==> config.mk <==
export PLATFORM = sky130hd
export DESIGN_NAME = hidden_mul
export DESIGN_NICKNAME = d
export VERILOG_FILES = /design/src/rtl/hidden_mul.sv
export SDC_FILE = /design/constraint.sdc
export NUM_CORES = 2
export LEC_CHECK = 0
export CORE_AREA = 2 2 418 420
export DETAILED_ROUTE_END_ITERATION = 8
export DIE_AREA = 0 0 420 422
export GPL_TIMING_DRIVEN = 0
export SETUP_SLACK_MARGIN = 0.1
export SLEW_MARGIN = 25
export SYNTH_ARGS = -nofsm -noshare
export SYNTH_HDL_FRONTEND = slang
export SYNTH_SLANG_ARGS = --single-unit
==> constraint.sdc <==
create_clock -name clk -period 11.6 [get_ports clk]
set_clock_uncertainty 0.2 [all_clocks]
set_input_delay 2.32 -clock clk [delete_from_list [all_inputs] [get_ports clk]]
set_output_delay 2.32 -clock clk [all_outputs]
set_load 0.02 [all_outputs]
==> src/rtl/hidden_mul.sv <==
// hidden_mul: LSTM hidden-state stage, h = og * tanh(c) in signed Q5.26.
// Rounds half up, saturates to the DW-bit range, reports each result as a
// one-cycle h_vld pulse and queues it in a show-ahead FIFO for the next
// timestep's MAC.
//
// Upstream handshake (en/comp): the tanh stage raises en with tanh/og stable
// and keeps en high until it sees comp. comp rises once the result has been
// written to the FIFO and stays high until en is sampled low. Each en
// assertion yields exactly one result. While the FIFO is full the request
// is simply not taken, so en stays high until space frees up.
//
// Read side: rd_data always shows the FIFO head. rd_pop is honoured only
// when the FIFO is not empty.
module hidden_mul #(
   parameter int DW    = 32,
   parameter int FRAC  = 26,
   parameter int DEPTH = 8,
   parameter int AW    = 3
) (
   input  logic          clk,
   input  logic          rst,
   input  logic          locked,
   input  logic          en,
   input  logic [DW-1:0] tanh,
   input  logic [DW-1:0] og,
   output logic          comp,
   output logic [DW-1:0] h,
   output logic          h_vld,
   input  logic          rd_pop,
   output logic [DW-1:0] rd_data,
   output logic [AW:0]   count,
   output logic          empty,
   output logic          full,
   output logic [2:0]    o_dbg_state
);

   localparam int PW = 2 * DW;

   // Saturation limits and rounding constant, all in product width.
   localparam logic signed [PW-1:0] SAT_MAX  = (PW'(1) <<< (DW - 1)) - PW'(1);
   localparam logic signed [PW-1:0] SAT_MIN  = -(PW'(1) <<< (DW - 1));
   localparam logic signed [PW-1:0] RND_HALF = PW'(1) <<< (FRAC - 1);
   localparam logic [AW:0]          CNT_FULL = (AW + 1)'(DEPTH);

   typedef enum logic [2:0] {
      S_IDLE  = 3'd0,
      S_MUL   = 3'd1,
      S_NORM  = 3'd2,
      S_WRITE = 3'd3,
      S_ACK   = 3'd4
   } state_t;

   // Datapath and control state.
   state_t                 r_state;
   logic signed [DW-1:0]   r_t;
   logic signed [DW-1:0]   r_o;
   logic signed [PW-1:0]   r_prod;
   logic [DW-1:0]          r_h;
   logic                   r_h_vld;
   logic                   r_comp;

   // FIFO storage and bookkeeping.
   logic [DW-1:0]          r_mem [DEPTH];
   logic [AW-1:0]          r_wr_ptr;
   logic [AW-1:0]          r_rd_ptr;
   logic [AW:0]            r_count;

   // Combinational helpers.
   logic signed [PW-1:0]   w_round;
   logic signed [PW-1:0]   w_shift;
   logic [DW-1:0]          w_sat;
   logic                   w_empty;
   logic                   w_full;
   logic                   w_write;
   logic                   w_pop;

   assign w_empty = (r_count == '0);
   assign w_full  = (r_count == CNT_FULL);

   // A write happens on the edge that leaves WRITE. locked freezes the
   // whole block, so neither side of the FIFO moves while it is asserted.
   assign w_write = (r_state == S_WRITE) && !locked;
   assign w_pop   = rd_pop && !w_empty && !locked;

   // Round half up, arithmetic shift back to Q5.26, clamp to DW bits.
   always_comb begin
      w_round = r_prod + RND_HALF;
      w_shift = w_round >>> FRAC;
      w_sat   = w_shift[DW-1:0];
      if (w_shift > SAT_MAX) begin
         w_sat = SAT_MAX[DW-1:0];
      end else if (w_shift < SAT_MIN) begin
         w_sat = SAT_MIN[DW-1:0];
      end
   end

   // Handshake FSM with registered datapath and outputs.
   always_ff @(posedge clk or negedge rst) begin
      if (!rst) begin
         r_state <= S_IDLE;
         r_t     <= '0;
         r_o     <= '0;
         r_prod  <= '0;
         r_h     <= '0;
         r_h_vld <= 1'b0;
         r_comp  <= 1'b0;
      end else if (locked) begin
         // Drop any in-flight result; captured operands are don't-care.
         r_state <= S_IDLE;
         r_h     <= '0;
         r_h_vld <= 1'b0;
         r_comp  <= 1'b0;
      end else begin
         r_h_vld <= 1'b0;
         case (r_state)
            S_IDLE: begin
               r_comp <= 1'b0;
               if (en && !w_full) begin
                  r_t     <= $signed(tanh);
                  r_o     <= $signed(og);
                  r_state <= S_MUL;
               end
            end
            S_MUL: begin
               r_prod  <= r_t * r_o;
               r_state <= S_NORM;
            end
            S_NORM: begin
               r_h     <= w_sat;
               r_h_vld <= 1'b1;
               r_state <= S_WRITE;
            end
            S_WRITE: begin
               r_comp  <= 1'b1;
               r_state <= S_ACK;
            end
            S_ACK: begin
               if (!en) begin
                  r_comp  <= 1'b0;
                  r_state <= S_IDLE;
               end
            end
            default: begin
               r_comp  <= 1'b0;
               r_state <= S_IDLE;
            end
         endcase
      end
   end

   // FIFO pointers and occupancy; a simultaneous push and pop leaves the
   // count unchanged while both pointers advance.
   always_ff @(posedge clk or negedge rst) begin
      if (!rst) begin
         r_wr_ptr <= '0;
         r_rd_ptr <= '0;
         r_count  <= '0;
      end else begin
         if (w_write) begin
            r_wr_ptr <= r_wr_ptr + AW'(1);
         end
         if (w_pop) begin
            r_rd_ptr <= r_rd_ptr + AW'(1);
         end
         case ({w_write, w_pop})
            2'b10:   r_count <= r_count + (AW + 1)'(1);
            2'b01:   r_count <= r_count - (AW + 1)'(1);
            default: r_count <= r_count;
         endcase
      end
   end

   // FIFO storage; contents survive reset and locked.
   always_ff @(posedge clk) begin
      if (w_write) begin
         r_mem[r_wr_ptr] <= r_h;
      end
   end

   assign comp        = r_comp;
   assign h           = r_h;
   assign h_vld       = r_h_vld;
   assign rd_data     = r_mem[r_rd_ptr];
   assign count       = r_count;
   assign empty       = w_empty;
   assign full        = w_full;
   assign o_dbg_state = r_state;

endmodule

==> metrics.txt <==
status=finished, final reports clean; HPWL after DPL=143000 um; Clock Latency Late Sink=0.62 ns; fin crit share=88.6%; setup slack, reg-to-reg=1.32 ns; worst r2r path cells=27; Mapped Area=0.0515 mm2; clock slew at reported path FFs=0.06 ns; Worst Setup Start Kind=register; CP startpoint=r_o[7]; routed via count=34722; CTS sink cnt=406; Core ar.=between 0.15 and 0.2 mm2; slowest library cell on the worst path=fa_1; Synth area leaders=fa_1, edfxtp_1, dfrtp_1, inv_1, and2_1; min Tclk post-route=10.28 ns; largest net degree at the start of global routing=79; Remaining Overflow, GRT=0; HP Class=register to register; Top Ports=144; Distinct cells, synth=78; synth cell count leaders=fa_1, inv_1, nand2_1; Least-Margin Pin Slew=between 1 and 1.5 ns; largest area contributor in the netlist=fa_1; max incr delay on CP=about 1 ns; Routed wire per std cell=24.4 um; H-Tree Depth=2; CP endpoint kind=register; WP data required=approximately 12 ns; HP Start=r_prod[25]; Worst Hold Depth=2; Seq cells post-synth=406; DR iter-0 viols=3291; share of the synthesized area in the top cell type=between 40% and 50%; Final nets=6226; reg2reg end=r_prod[60]; vias in the first global route=37390; placer's final routability congestion estimate=0.995; Die X=approximately 420 um; register area share after synthesis=22.2%; FFs w/ async S/R, synth=36.9%; first-pass GRT wire length=258000 um; Die Area=0.177 mm2; clock buffer depth=3; Cells after Synth=4680; most instantiated library cell after synthesis=fa_1; setup TNS=0 ns; maximum fanout along the worst path=10; post-layout instance area=a little under 0.06 mm2; DR vias/cell=around 4.8; TritonCTS clock tree=done; max-cap viol count=0; most frequent CP cell=fa_1; Fmax achieved=slightly below 100 MHz; TritonCTS buffer count=between 40 and 50; Final setup viols=0; GR Util All Layers=20.2%; Post-DP Area=0.0563 mm2; Max-slew headroom=21.9%; Area growth syn-to-layout=12.2%; share of cells above drive strength 1=6.46%; Synth Area per Inst=11.0 um2; Residual DRC=0; syn_nets=6017; routed wire length=177000 um; WS Path Type=register to register; 1st-pass router iterations=5; Post-synth EDFFs=256; Hold EP=r_prod[25]; Chip Height=422 um; Setup Fix Bufs, Post-CTS=0; Final ANT Viol Nets=0; I/O Buffers=142; # rows=153; Ys Warns=0; root buffer cell=clkbuf_16; max-slew violations=0; initial core utilization=roughly 30%; post-cts resize count=0; reg2reg start=r_o[7]; hold buffer count at cts=0; initial antenna violation count=7; Synth Flop Type=edfxtp_1; RSZ-0062 raised after global routing=no; crit path DAT=10.63 ns; final hold viol count=0
-- area by class of cell --
| cell class | count | area [um2] |
|---|---|---|
| plain buffers | 248 | 1040 |
| inverters | 990 | 3720 |
| repair buffers | 162 | 1760 |
| clock inverters | 25 | 334 |
| fillers | 17448 | 115000 |
| flip-flops and latches | 406 | 11400 |
| clock buffers | 58 | 1180 |
| well taps | 2325 | 2910 |
| multi-input cells | 3036 | 35400 |
| diodes | 4 | 10.0 |
-- critical path: cells and delay by family, from the launching register on --
kind / cells / cell delay (ns)
AO/OA/AOI/OAI: 5 / 1.27
adder cells (fa/ha/maj): 9 / 4.81
buffers and inverters: 7 / 2.07
flip-flops: 1 / 0.55
AND/OR/NAND/NOR: 6 / 1.30
-- metal layers --
metal / part of all wire, % / wire length, um / global-route usage (%) / vias up
li1: - / - / - / 14556
met1: 41 / 71900 / 26.9 / 18181
met2: 44 / 77900 / 30.8 / 1638
met3: 10 / 18400 / 5.84 / 341
met4: 5.1 / 8990 / 8.51 / 6
met5: 0.021 / 38 / 0 / -
-- how the worst max path moves through the flow --
stage	cells after the start	end
2_1_floorplan	28	r_prod[60]
3_3_place_gp	1	r_t[24]
3_5_place_dp	28	r_prod[60]
4_1_cts	28	r_prod[60]
5_1_grt	28	r_prod[60]
6_report	27	r_prod[60]
-- cell families after synthesis --
family	share of synthesized area (%)
fa+ha+maj	46.5
buf+inv	9.17
compound gates	2.95
mux	5.02
simple gates	12.6
xor+xnor	1.56
flops	22.2
-- layout by cell type (no fill, tap or decap), types with 6 or more instances in the layout --
cell type | synthesis | routed
buf_2 | 6 | 6
inv_1 | 990 | 990
o21a_1 | 7 | 7
a21oi_1 | 40 | 40
nor3_1 | 11 | 9
clkbuf_2 | 0 | 21
nand4_1 | 15 | 15
o21ai_0 | 52 | 52
or3_1 | 6 | 6
xnor2_1 | 57 | 57
o211ai_1 | 35 | 35
o21bai_1 | 12 | 12
nor2_4 | 0 | 6
dfrtp_1 | 150 | 150
a21o_1 | 18 | 18
clkbuf_1 | 229 | 221
mux4_2 | 64 | 64
nand2b_1 | 13 | 13
ha_1 | 186 | 186
nor2_1 | 38 | 32
and2_1 | 503 | 503
mux2_2 | 100 | 100
nand2_1 | 612 | 612
buf_16 | 0 | 8
and3_1 | 12 | 12
fa_1 | 1082 | 1081
clkbuf_16 | 0 | 45
nand3_1 | 29 | 29
edfxtp_1 | 256 | 256
xor2_1 | 35 | 35
buf_4 | 1 | 9
clkdlybuf4s50_1 | 0 | 141
nor2b_1 | 27 | 27
-- sequential cells by signal (all words and copies together), names as in the netlist --
| register | cells |
|---|---|
| comp | 1 |
| r_mem | 256 |
| h_vld | 1 |
| r_wr_ptr | 3 |
| r_t | 32 |
| r_rd_ptr | 3 |
| count | 4 |
| o_dbg_state | 3 |
| r_prod | 39 |
| r_o | 32 |
| h | 32 |
-- through the flow --
stage	setup slack [ns]	util [%]	instances	hold slack [ns]
after global routing	0.907	33.5	7250	0.343
after CTS	1.34	33.4	7250	0.316
final	1.32	33.5	7254	0.317
after detailed placement	1.37	32.6	7167	0.304
after global placement	1.12	32.3	7147	0.289
after floorplan	3.43	-	4680	0.267
Power is not shown: default switching activity piles up to over one toggle a cycle in this logic, so the estimate is an artifact.
